===== src/rtl/stu_spec_validator.sv =====
// Speculative-task validator: tracks one Level-2 speculative task and decides commit or squash.
// Decision pulses are registered, two cycles after the triggering input; no backpressure, and DRAIN holds off new tasks.
package stu_pkg;
  localparam int NUM_CORES = 4;
  typedef logic [1:0] core_id_t;
endpackage

module stu_spec_validator #(
  parameter int TIMEOUT_CYCLES = 1024,
  parameter int COUNT_WIDTH    = 16
) (
  input  logic                           clk,
  input  logic                           rst,
  input  logic                           l2_spec_task_active_in,
  input  stu_pkg::core_id_t              master_core_id_in,
  input  stu_pkg::core_id_t              l2_spec_core_id_in,
  input  logic                           violation_in,
  input  logic                           spec_done_in,
  input  logic                           master_join_in,
  output logic [stu_pkg::NUM_CORES-1:0]  squash_out,
  output logic [stu_pkg::NUM_CORES-1:0]  commit_out,
  output logic                           result_valid_out,
  output logic [1:0]                     result_reason_out,
  output logic                           busy_out,
  output logic [COUNT_WIDTH-1:0]         commit_count_out,
  output logic [COUNT_WIDTH-1:0]         squash_count_out
);

  typedef enum logic [2:0] {IDLE, RUN, COMMIT, SQUASH, DRAIN} state_t;

  localparam logic [1:0]  RSN_COMMIT    = 2'b00;
  localparam logic [1:0]  RSN_VIOLATION = 2'b01;
  localparam logic [1:0]  RSN_TIMEOUT   = 2'b10;
  localparam logic [1:0]  RSN_ABORT     = 2'b11;
  localparam logic [15:0] TIMER_LAST    = 16'(TIMEOUT_CYCLES - 1);
  localparam logic [stu_pkg::NUM_CORES-1:0] ONE = 1;

  state_t            state_q, state_d;
  stu_pkg::core_id_t spec_id_q, spec_id_d;
  stu_pkg::core_id_t master_q, master_d;
  logic [1:0]        reason_q, reason_d;
  logic [15:0]       timer_q, timer_d;
  logic              done_q, done_d;
  logic              join_q, join_d;
  logic [stu_pkg::NUM_CORES-1:0] target_vec;

  always_ff @(posedge clk or negedge rst) begin
    if (!rst) begin
      state_q   <= IDLE;
      spec_id_q <= '0;
      master_q  <= '0;
      reason_q  <= '0;
      timer_q   <= '0;
      done_q    <= 1'b0;
      join_q    <= 1'b0;
    end else begin
      state_q   <= state_d;
      spec_id_q <= spec_id_d;
      master_q  <= master_d;
      reason_q  <= reason_d;
      timer_q   <= timer_d;
      done_q    <= done_d;
      join_q    <= join_d;
    end
  end

  always_comb begin
    state_d   = state_q;
    spec_id_d = spec_id_q;
    master_d  = master_q;
    reason_d  = reason_q;
    timer_d   = timer_q;
    done_d    = done_q;
    join_d    = join_q;
    case (state_q)
      IDLE: begin
        if (l2_spec_task_active_in) begin
          spec_id_d = l2_spec_core_id_in;
          master_d  = master_core_id_in;
          done_d    = 1'b0;
          join_d    = 1'b0;
          timer_d   = '0;
          // A task "speculating" on the master itself is meaningless; reject it outright.
          if (l2_spec_core_id_in == master_core_id_in) begin
            state_d  = SQUASH;
            reason_d = RSN_ABORT;
          end else begin
            state_d  = RUN;
          end
        end
      end
      RUN: begin
        timer_d = timer_q + 16'd1;
        if (spec_done_in)   done_d = 1'b1;
        if (master_join_in) join_d = 1'b1;
        if (violation_in) begin
          state_d  = SQUASH;
          reason_d = RSN_VIOLATION;
        end else if (!l2_spec_task_active_in) begin
          state_d  = SQUASH;
          reason_d = RSN_ABORT;
        end else if ((done_q || spec_done_in) && (join_q || master_join_in)) begin
          state_d  = COMMIT;
          reason_d = RSN_COMMIT;
        end else if (timer_q == TIMER_LAST) begin
          state_d  = SQUASH;
          reason_d = RSN_TIMEOUT;
        end
      end
      COMMIT:  state_d = DRAIN;
      SQUASH:  state_d = DRAIN;
      DRAIN: begin
        if (!l2_spec_task_active_in) state_d = IDLE;
      end
      default: state_d = IDLE;
    endcase
  end

  // The master bit is masked so a master-id abort reports a decision without squashing the master.
  assign target_vec = (ONE << spec_id_q) & ~(ONE << master_q);

  always_ff @(posedge clk or negedge rst) begin
    if (!rst) begin
      commit_out        <= '0;
      squash_out        <= '0;
      result_valid_out  <= 1'b0;
      result_reason_out <= '0;
      commit_count_out  <= '0;
      squash_count_out  <= '0;
    end else begin
      commit_out       <= '0;
      squash_out       <= '0;
      result_valid_out <= 1'b0;
      if (state_q == COMMIT) begin
        commit_out        <= target_vec;
        result_valid_out  <= 1'b1;
        result_reason_out <= reason_q;
        if (commit_count_out != '1) commit_count_out <= commit_count_out + COUNT_WIDTH'(1);
      end else if (state_q == SQUASH) begin
        squash_out        <= target_vec;
        result_valid_out  <= 1'b1;
        result_reason_out <= reason_q;
        if (squash_count_out != '1) squash_count_out <= squash_count_out + COUNT_WIDTH'(1);
      end
    end
  end

  assign busy_out = (state_q != IDLE);

endmodule


===== config.mk =====
export PLATFORM = sky130hd
export DESIGN_NAME = stu_spec_validator
export DESIGN_NICKNAME = d
export VERILOG_FILES = /design/src/rtl/stu_spec_validator.sv
export SDC_FILE = /design/constraint.sdc
export NUM_CORES = 1
export LEC_CHECK = 0
export ABC_CLOCK_PERIOD_IN_PS = 2400
export BUFFER_PORTS_ARGS = -buffer_cell sky130_fd_sc_hd__clkbuf_2
export CORE_ASPECT_RATIO = 0.8
export CORE_MARGIN = 3
export CORE_UTILIZATION = 56
export DETAILED_ROUTE_END_ITERATION = 10
export GPL_TIMING_DRIVEN = 0
export PLACE_DENSITY = 0.8
export SYNTH_ARGS = -nofsm -noshare
export SYNTH_HDL_FRONTEND = slang
export SYNTH_SLANG_ARGS = --single-unit

===== constraint.sdc =====
create_clock -name clk -period 2.4 [get_ports clk]
set_input_delay 0.36 -clock clk [delete_from_list [all_inputs] [get_ports clk]]
set_output_delay 0.36 -clock clk [all_outputs]
set_load 0.02 [all_outputs]

==> run summary, run 1 <==
Count of pins over their slew limit - 0
Post-CTS Resized - 0
Post-synthesis instance area - 3200 sq um
Starting density of the core - 60.8%
HP Class - in -> reg
Final period utilization - 90.1%
Max Cap Violations - 0
Most area-hungry cell type in the Yosys netlist - dfrtp_1
Setup TNS - 0 ns
Chip Height - 73.6 um
Synth top cells by count - 70 x dfrtp_1, 41 x nand2_1, 30 x nor2_1, 24 x nand3_1, 20 x o21ai_0
Root buffer cell - clkbuf_8
Clock Skews - 0.00905 ns
Synth warn - 0
Synth Area in Compound Gates - 8.25%
VDD IR-drop max - 0.000862 V
Finished Layout Cells - 457
Routed len/inst - 14.3 um
Placed Area - 3590 sq um
Outcome - finished, final reports clean
Register Area - 1750 sq um
CTS Buf Count - 9
Fillers - 415
Synthesis-to-layout area growth - 17.7%
WHS - 0.241 ns
Main combinational cell family by area after synthesis - simple AND/OR/NAND/NOR gates
TritonRoute pass-1 iters - 4
Total grt overflow - 0
RSZ-0062 raised after global routing - false
Async SR Flop Fraction - 100%
Simple-Gate Fraction of Synth Area - 23.5%
Synth top area share - 54.7%
Final Hold Violating Endpoints - 0
Share of cells above drive strength 1 - 22.0%
Synthesized net count - 324
Adder-Cell Fraction of Synth Area - 1.17%
First-pass GRT wire length - 11000 um
Clock tree buffer depth - 2
Area contributors post-synth - dfrtp_1 55%, nand2_1 4.8%, xnor2_1 4.1%
Core area - 5270 sq um
Rel. slew slack - 53.8%
Initial antenna violation count - 0
DR iter-0 viols - 152
Count leader, synth - dfrtp_1
Multi-input logic area - 1410 sq um
H-Tree Depth - 3
Vias in the first global route - 2376
Cts hold-fix bufs - 1
Routed Antenna Nets - 0
WL final - 6540 um
Gr usage total - 21.4%
Crit path launch type - register
Number of synthesized register bits - 70
Nets - 390
Top fanout value on the critical path - 10
Reg clk slew, reported paths - 0.07 ns
Clock sinks - 70
Die area - 6670 sq um
Port Buffer Count - 53
# placed instances - 440
Req. time, crit path - 2.64 ns
Pwr dens - 911 nW/um^2
CTS tree - built
Mux share of post-synthesis cell area - 3.36%
Total power - 3430 uW
Post-synth EDFFs - 0
Peak Freq - 0.462 GHz
CP endpoint kind - register
I/O Pins - 54
Slew @ Worst Pin - 0.688 ns
Leak pwr - 0.00182 uW
Largest net degree at the start of global routing - 60
GP Congestion - 0.883
Netlist cell types - 44
Crit path DAT - 2.40 ns
Cell count after synthesis - 311
Vias per cell - 5.62
Crit path kind - reg -> reg
Cell area after layout - 3770 sq um
Period minus WS final - 2.16 ns
Via count - 2567
# diodes - 0
Remaining routing DRC violations - 0
Worst-Skew Late Latency - 0.35 ns
Post-synthesis xor/xnor area fraction - 7.66%
Post-detail-place hpwl - 4680 um
Standard-cell rows - 23
Synthesized area per cell - 10.3 sq um
Die Wd - 90.5 um
Post-CTS Setup Bufs - 0
Synth Flop Type - dfrtp_1
Setup violators final - 0
Register area share after synthesis - 54.7%
per-stage QoR:
| stage | worst slack [ns] | utilization (%) |
|---|---|---|
| 6_report | 0.237 | 71.5 |
| 5_1_grt | 0.142 | 71.5 |
| 3_3_place_gp | 0.311 | 67.6 |
| 2_1_floorplan | 0.444 | - |
| 3_5_place_dp | 0.287 | 68.2 |
| 4_1_cts | 0.232 | 71.5 |
cell type report:
class,count,share of cell area (%)
Clock inverter,5,0.664
Inverter,5,0.498
Sequential cell,70,46.5
Multi-Input combinational cell,230,37.3
Tap cell,75,2.49
Buffer,6,0.664
Clock buffer,11,3.75
Timing Repair Buffer,55,8.10
cell usage in the layout (no fill, tap or decap), types with 5 or more instances in the layout:
| master | synthesis | final |
|---|---|---|
| clkinv_2 | 0 | 5 |
| dfrtp_1 | 70 | 70 |
| o21ai_0 | 20 | 20 |
| a21oi_1 | 6 | 6 |
| nand4_1 | 12 | 12 |
| mux2_2 | 6 | 6 |
| clkbuf_1 | 4 | 5 |
| inv_1 | 5 | 5 |
| and3_1 | 5 | 5 |
| nor3_1 | 6 | 6 |
| nand2_1 | 41 | 41 |
| xnor2_1 | 15 | 15 |
| nor2_1 | 30 | 30 |
| xor2_1 | 13 | 13 |
| nand3_1 | 24 | 24 |
| clkbuf_2 | 0 | 52 |
| clkbuf_8 | 0 | 10 |
final timing paths:
| path | startpoint | end | slack (ns) | cells after the start |
|---|---|---|---|---|
| setup / recovery | state_q[0]$_DFFE_PN0P_ | commit_count_out[14]$_DFFE_PN0P_ | 0.24 | 7 |
| hold / removal | master_core_id_in[1] | master_q[1]$_DFFE_PN0P_ | 0.24 | 3 |
| setup reg to reg | state_q[0]$_DFFE_PN0P_ | commit_count_out[14]$_DFFE_PN0P_ | 0.24 | 7 |
| hold reg to reg | timer_q[9]$_DFFE_PN0P_ | timer_q[9]$_DFFE_PN0P_ | 0.49 | 1 |
| max in group asynchronous | rst | squash_out[3]$_DFF_PN0_ | 1.46 | 3 |
| min in group asynchronous | rst | commit_count_out[7]$_DFFE_PN0P_ | 0.41 | 2 |
cells by family (layout without fill, tap and decap cells):
family	after synthesis	after routing
xor+xnor	28	28
simple gates	146	146
compound gates	43	43
buf+inv	11	82
fa+ha+maj	3	3
flops	70	70
mux	10	10
state kept, by name (all words and copies together) (netlist names):
signal,cells
squash_out,4
spec_id_q,2
join_q,1
master_q,2
commit_count_out,16
commit_out,4
timer_q,16
state_q,3
squash_count_out,16
done_q,1
result_valid_out,1
reason_q,2
result_reason_out,2
critical path, cell delays in order, from the launching register on:
cell	delay, ns
dfrtp_1	0.36
buf_2	0.17
or3b_1	0.36
buf_2	0.18
nor4_4	0.38
nand2b_1	0.14
nor2_1	0.11
mux2_2	0.34
routing by layer:
metal	share of wire [%]	global-route usage (%)	vias up
met1	47	27.3	1227
li1	-	-	1246
met3	6.1	7.16	10
met5	0	0	-
met4	1.3	7.64	0
met2	46	34.7	84
report_power, final:
group / internal (uW) / total (uW) / leakage (uW) / switching (uW)
registers: 1390 / 1620 / 0.000937 / 231
logic: 380 / 997 / 0.000794 / 617
clock network: 394 / 812 / 0.0000926 / 419
No activity file was read; power rests on OpenSTA's default activity.
==> run 2: changes to the inputs <==
- ABC_CLOCK_PERIOD_IN_PS: 2400 -> 2750
- CORE_UTILIZATION: 56 -> 60
- PLACE_DENSITY: 0.8 -> 0.84
- clock period: 2.4 -> 2.75 ns (I/O delays scaled with it)
==> run 2 against run 1 <==
Clock skew down 0.0010 ns. Utilization up 1.5 points. Die area fell by 6.2%. First-iteration DRC count up 22%. Via count decreased by 1.2%. Clock power shrank 16%. Combinational power fell by 13%. Flip-flop and latch count is the same. Critical path depth stayed put. Non-clock buffer count shrank 1. Global-route usage is 1.3 points higher. Register-to-register slack improved by 0.36 ns.
==> run summary, run 2 (synthesis gave the netlist of run 1 again) <==
Vias per cell - 5.75
CTS tree - built
TritonRoute pass-1 iters - 4
Nets - 389
Worst-Skew Late Latency - 0.33 ns
Vias in the first global route - 2435
Via count - 2537
Most common cell after layout, fill and taps aside - dfrtp_1
H-Tree Depth - 3
Most frequent cells in the layout - 70 x dfrtp_1, 52 x clkbuf_2, 41 x nand2_1
Clock tree buffer depth - 2
Root buffer cell - clkbuf_8
Setup violators final - 0
Rel. slew slack - 55.4%
Peak Freq - 0.465 GHz
Placed Area - 3570 sq um
Gr usage total - 22.8%
Max Cap Violations - 0
Synthesis-to-layout area growth - 16.3%
Initial antenna violation count - 0
CP endpoint kind - register
First-pass GRT wire length - 11100 um
Period minus WS final - 2.15 ns
WL final - 6400 um
Final period utilization - 78.3%
# diodes - 0
Share of cells above drive strength 1 - 21.4%
Total grt overflow - 0
VDD IR-drop max - 0.000555 V
Die Wd - 87.7 um
Starting density of the core - 62.9%
Post-Route Utilization - 73.1%
Count of pins over their slew limit - 0
Routed len/inst - 14.5 um
Post-CTS Resized - 0
CTS Buf Count - 9
Cts hold-fix bufs - 0
Cell area after layout - 3720 sq um
RSZ-0062 raised after global routing - false
Crit path launch type - register
Remaining routing DRC violations - 0
I/O Pins - 54
HP Class - in -> async
Leak pwr - 0.00181 uW
Top Registers - commit_count_out (16), squash_count_out (16), timer_q (16)
Pwr dens - 795 nW/um^2
Comb pwr share - 29.4%
Clock sinks - 70
Crit path kind - reg -> reg
P_int - 1880 uW
Die area - 6250 sq um
Switching share of power - 36.4%
Port Buffer Count - 53
Psw - 1080 uW
DR iter-0 viols - 186
Routed Antenna Nets - 0
Clock Skews - 0.00801 ns
Fillers - 356
Req. time, crit path - 2.97 ns
Largest net degree at the start of global routing - 46
GP Congestion - 0.858
Top fanout value on the critical path - 10
Post-detail-place hpwl - 4660 um
Power share of the clock group - 22.9%
Standard-cell rows - 23
Core area - 5090 sq um
Outcome - finished, final reports clean
Crit path DAT - 2.37 ns
Chip Height - 71.3 um
Sequential power share - 47.7%
Setup TNS - 0 ns
Reg clk slew, reported paths - 0.07 ns
Slew @ Worst Pin - 0.664 ns
Post-CTS Setup Bufs - 0
Final Hold Violating Endpoints - 0
run 2: changes by cell type in the layout (fill, tap and decap cells not counted):
| cell | delta |
|---|---|
| clkinv_2 | -3 |
| buf_12 | +1 |
| buf_16 | -1 |
| clkbuf_1 | +1 |
| dlygate4sd3_1 | -1 |
run 2: final cells by class:
cell class / instances / area (sq um) / area share (%)
Clock inverter: 2 / 10.0 / 0.269
Timing Repair Buffer: 54 / 288 / 7.73
Sequential cell: 70 / 1750 / 47.1
Multi-Input combinational cell: 230 / 1410 / 37.8
Clock buffer: 12 / 145 / 3.90
Tap cell: 62 / 77.6 / 2.08
Inverter: 5 / 18.8 / 0.504
Buffer: 6 / 25.0 / 0.672
run 2: path summary, 6_finish.rpt:
kind	depth (start not counted)	end	slack [ns]	from
max	7	commit_count_out[14]$_DFFE_PN0P_	0.60	state_q[0]$_DFFE_PN0P_
max reg2reg	7	commit_count_out[14]$_DFFE_PN0P_	0.60	state_q[0]$_DFFE_PN0P_
max in group asynchronous	2	squash_count_out[15]$_DFFE_PN0P_	2.19	rst
min reg2reg	1	timer_q[9]$_DFFE_PN0P_	0.48	timer_q[9]$_DFFE_PN0P_
min	1	timer_q[5]$_DFFE_PN0P_	0.02	rst
min in group clk	3	spec_id_q[1]$_DFFE_PN0P_	0.31	l2_spec_core_id_in[1]
run 2: stage by stage:
stage | hold WS (ns) | power (uW) | worst slack (ns) | instances
2_1_floorplan | 0.117 | 2000 | 0.794 | 311
5_1_grt | 0.0320 | 3170 | 0.464 | 441
3_3_place_gp | 0.468 | 2260 | 0.644 | 426
3_5_place_dp | 0.384 | 2300 | 0.601 | 427
4_1_cts | 0.0226 | 2980 | 0.587 | 441
6_report | 0.0158 | 2960 | 0.597 | 441
run 2: worst max-delay path, stage by stage (launching register included):
cell	delay, ns
dfrtp_1	0.36
buf_2	0.17
or3b_1	0.35
buf_2	0.18
nor4_4	0.36
nand2b_1	0.13
nor2_1	0.14
mux2_2	0.35
run 2: metal layers:
layer | share of wire (%) | vias up | GRT usage [%] | routed length [um]
met2 | 45 | 86 | 32.7 | 2860
met4 | 1.7 | 0 | 8.01 | 107
li1 | - | 1230 | - | -
met5 | 0 | - | 0 | 0
met1 | 48 | 1208 | 33.2 | 3050
met3 | 5.9 | 13 | 6.67 | 379
run 2: power by group through the flow:
stage,clock network (uW),registers [uW],logic [uW]
global placement,0,1410,847
CTS,693,1410,881
finish,679,1410,870
global route,741,1440,981
detailed placement,0,1420,874
floorplan,0,1490,506
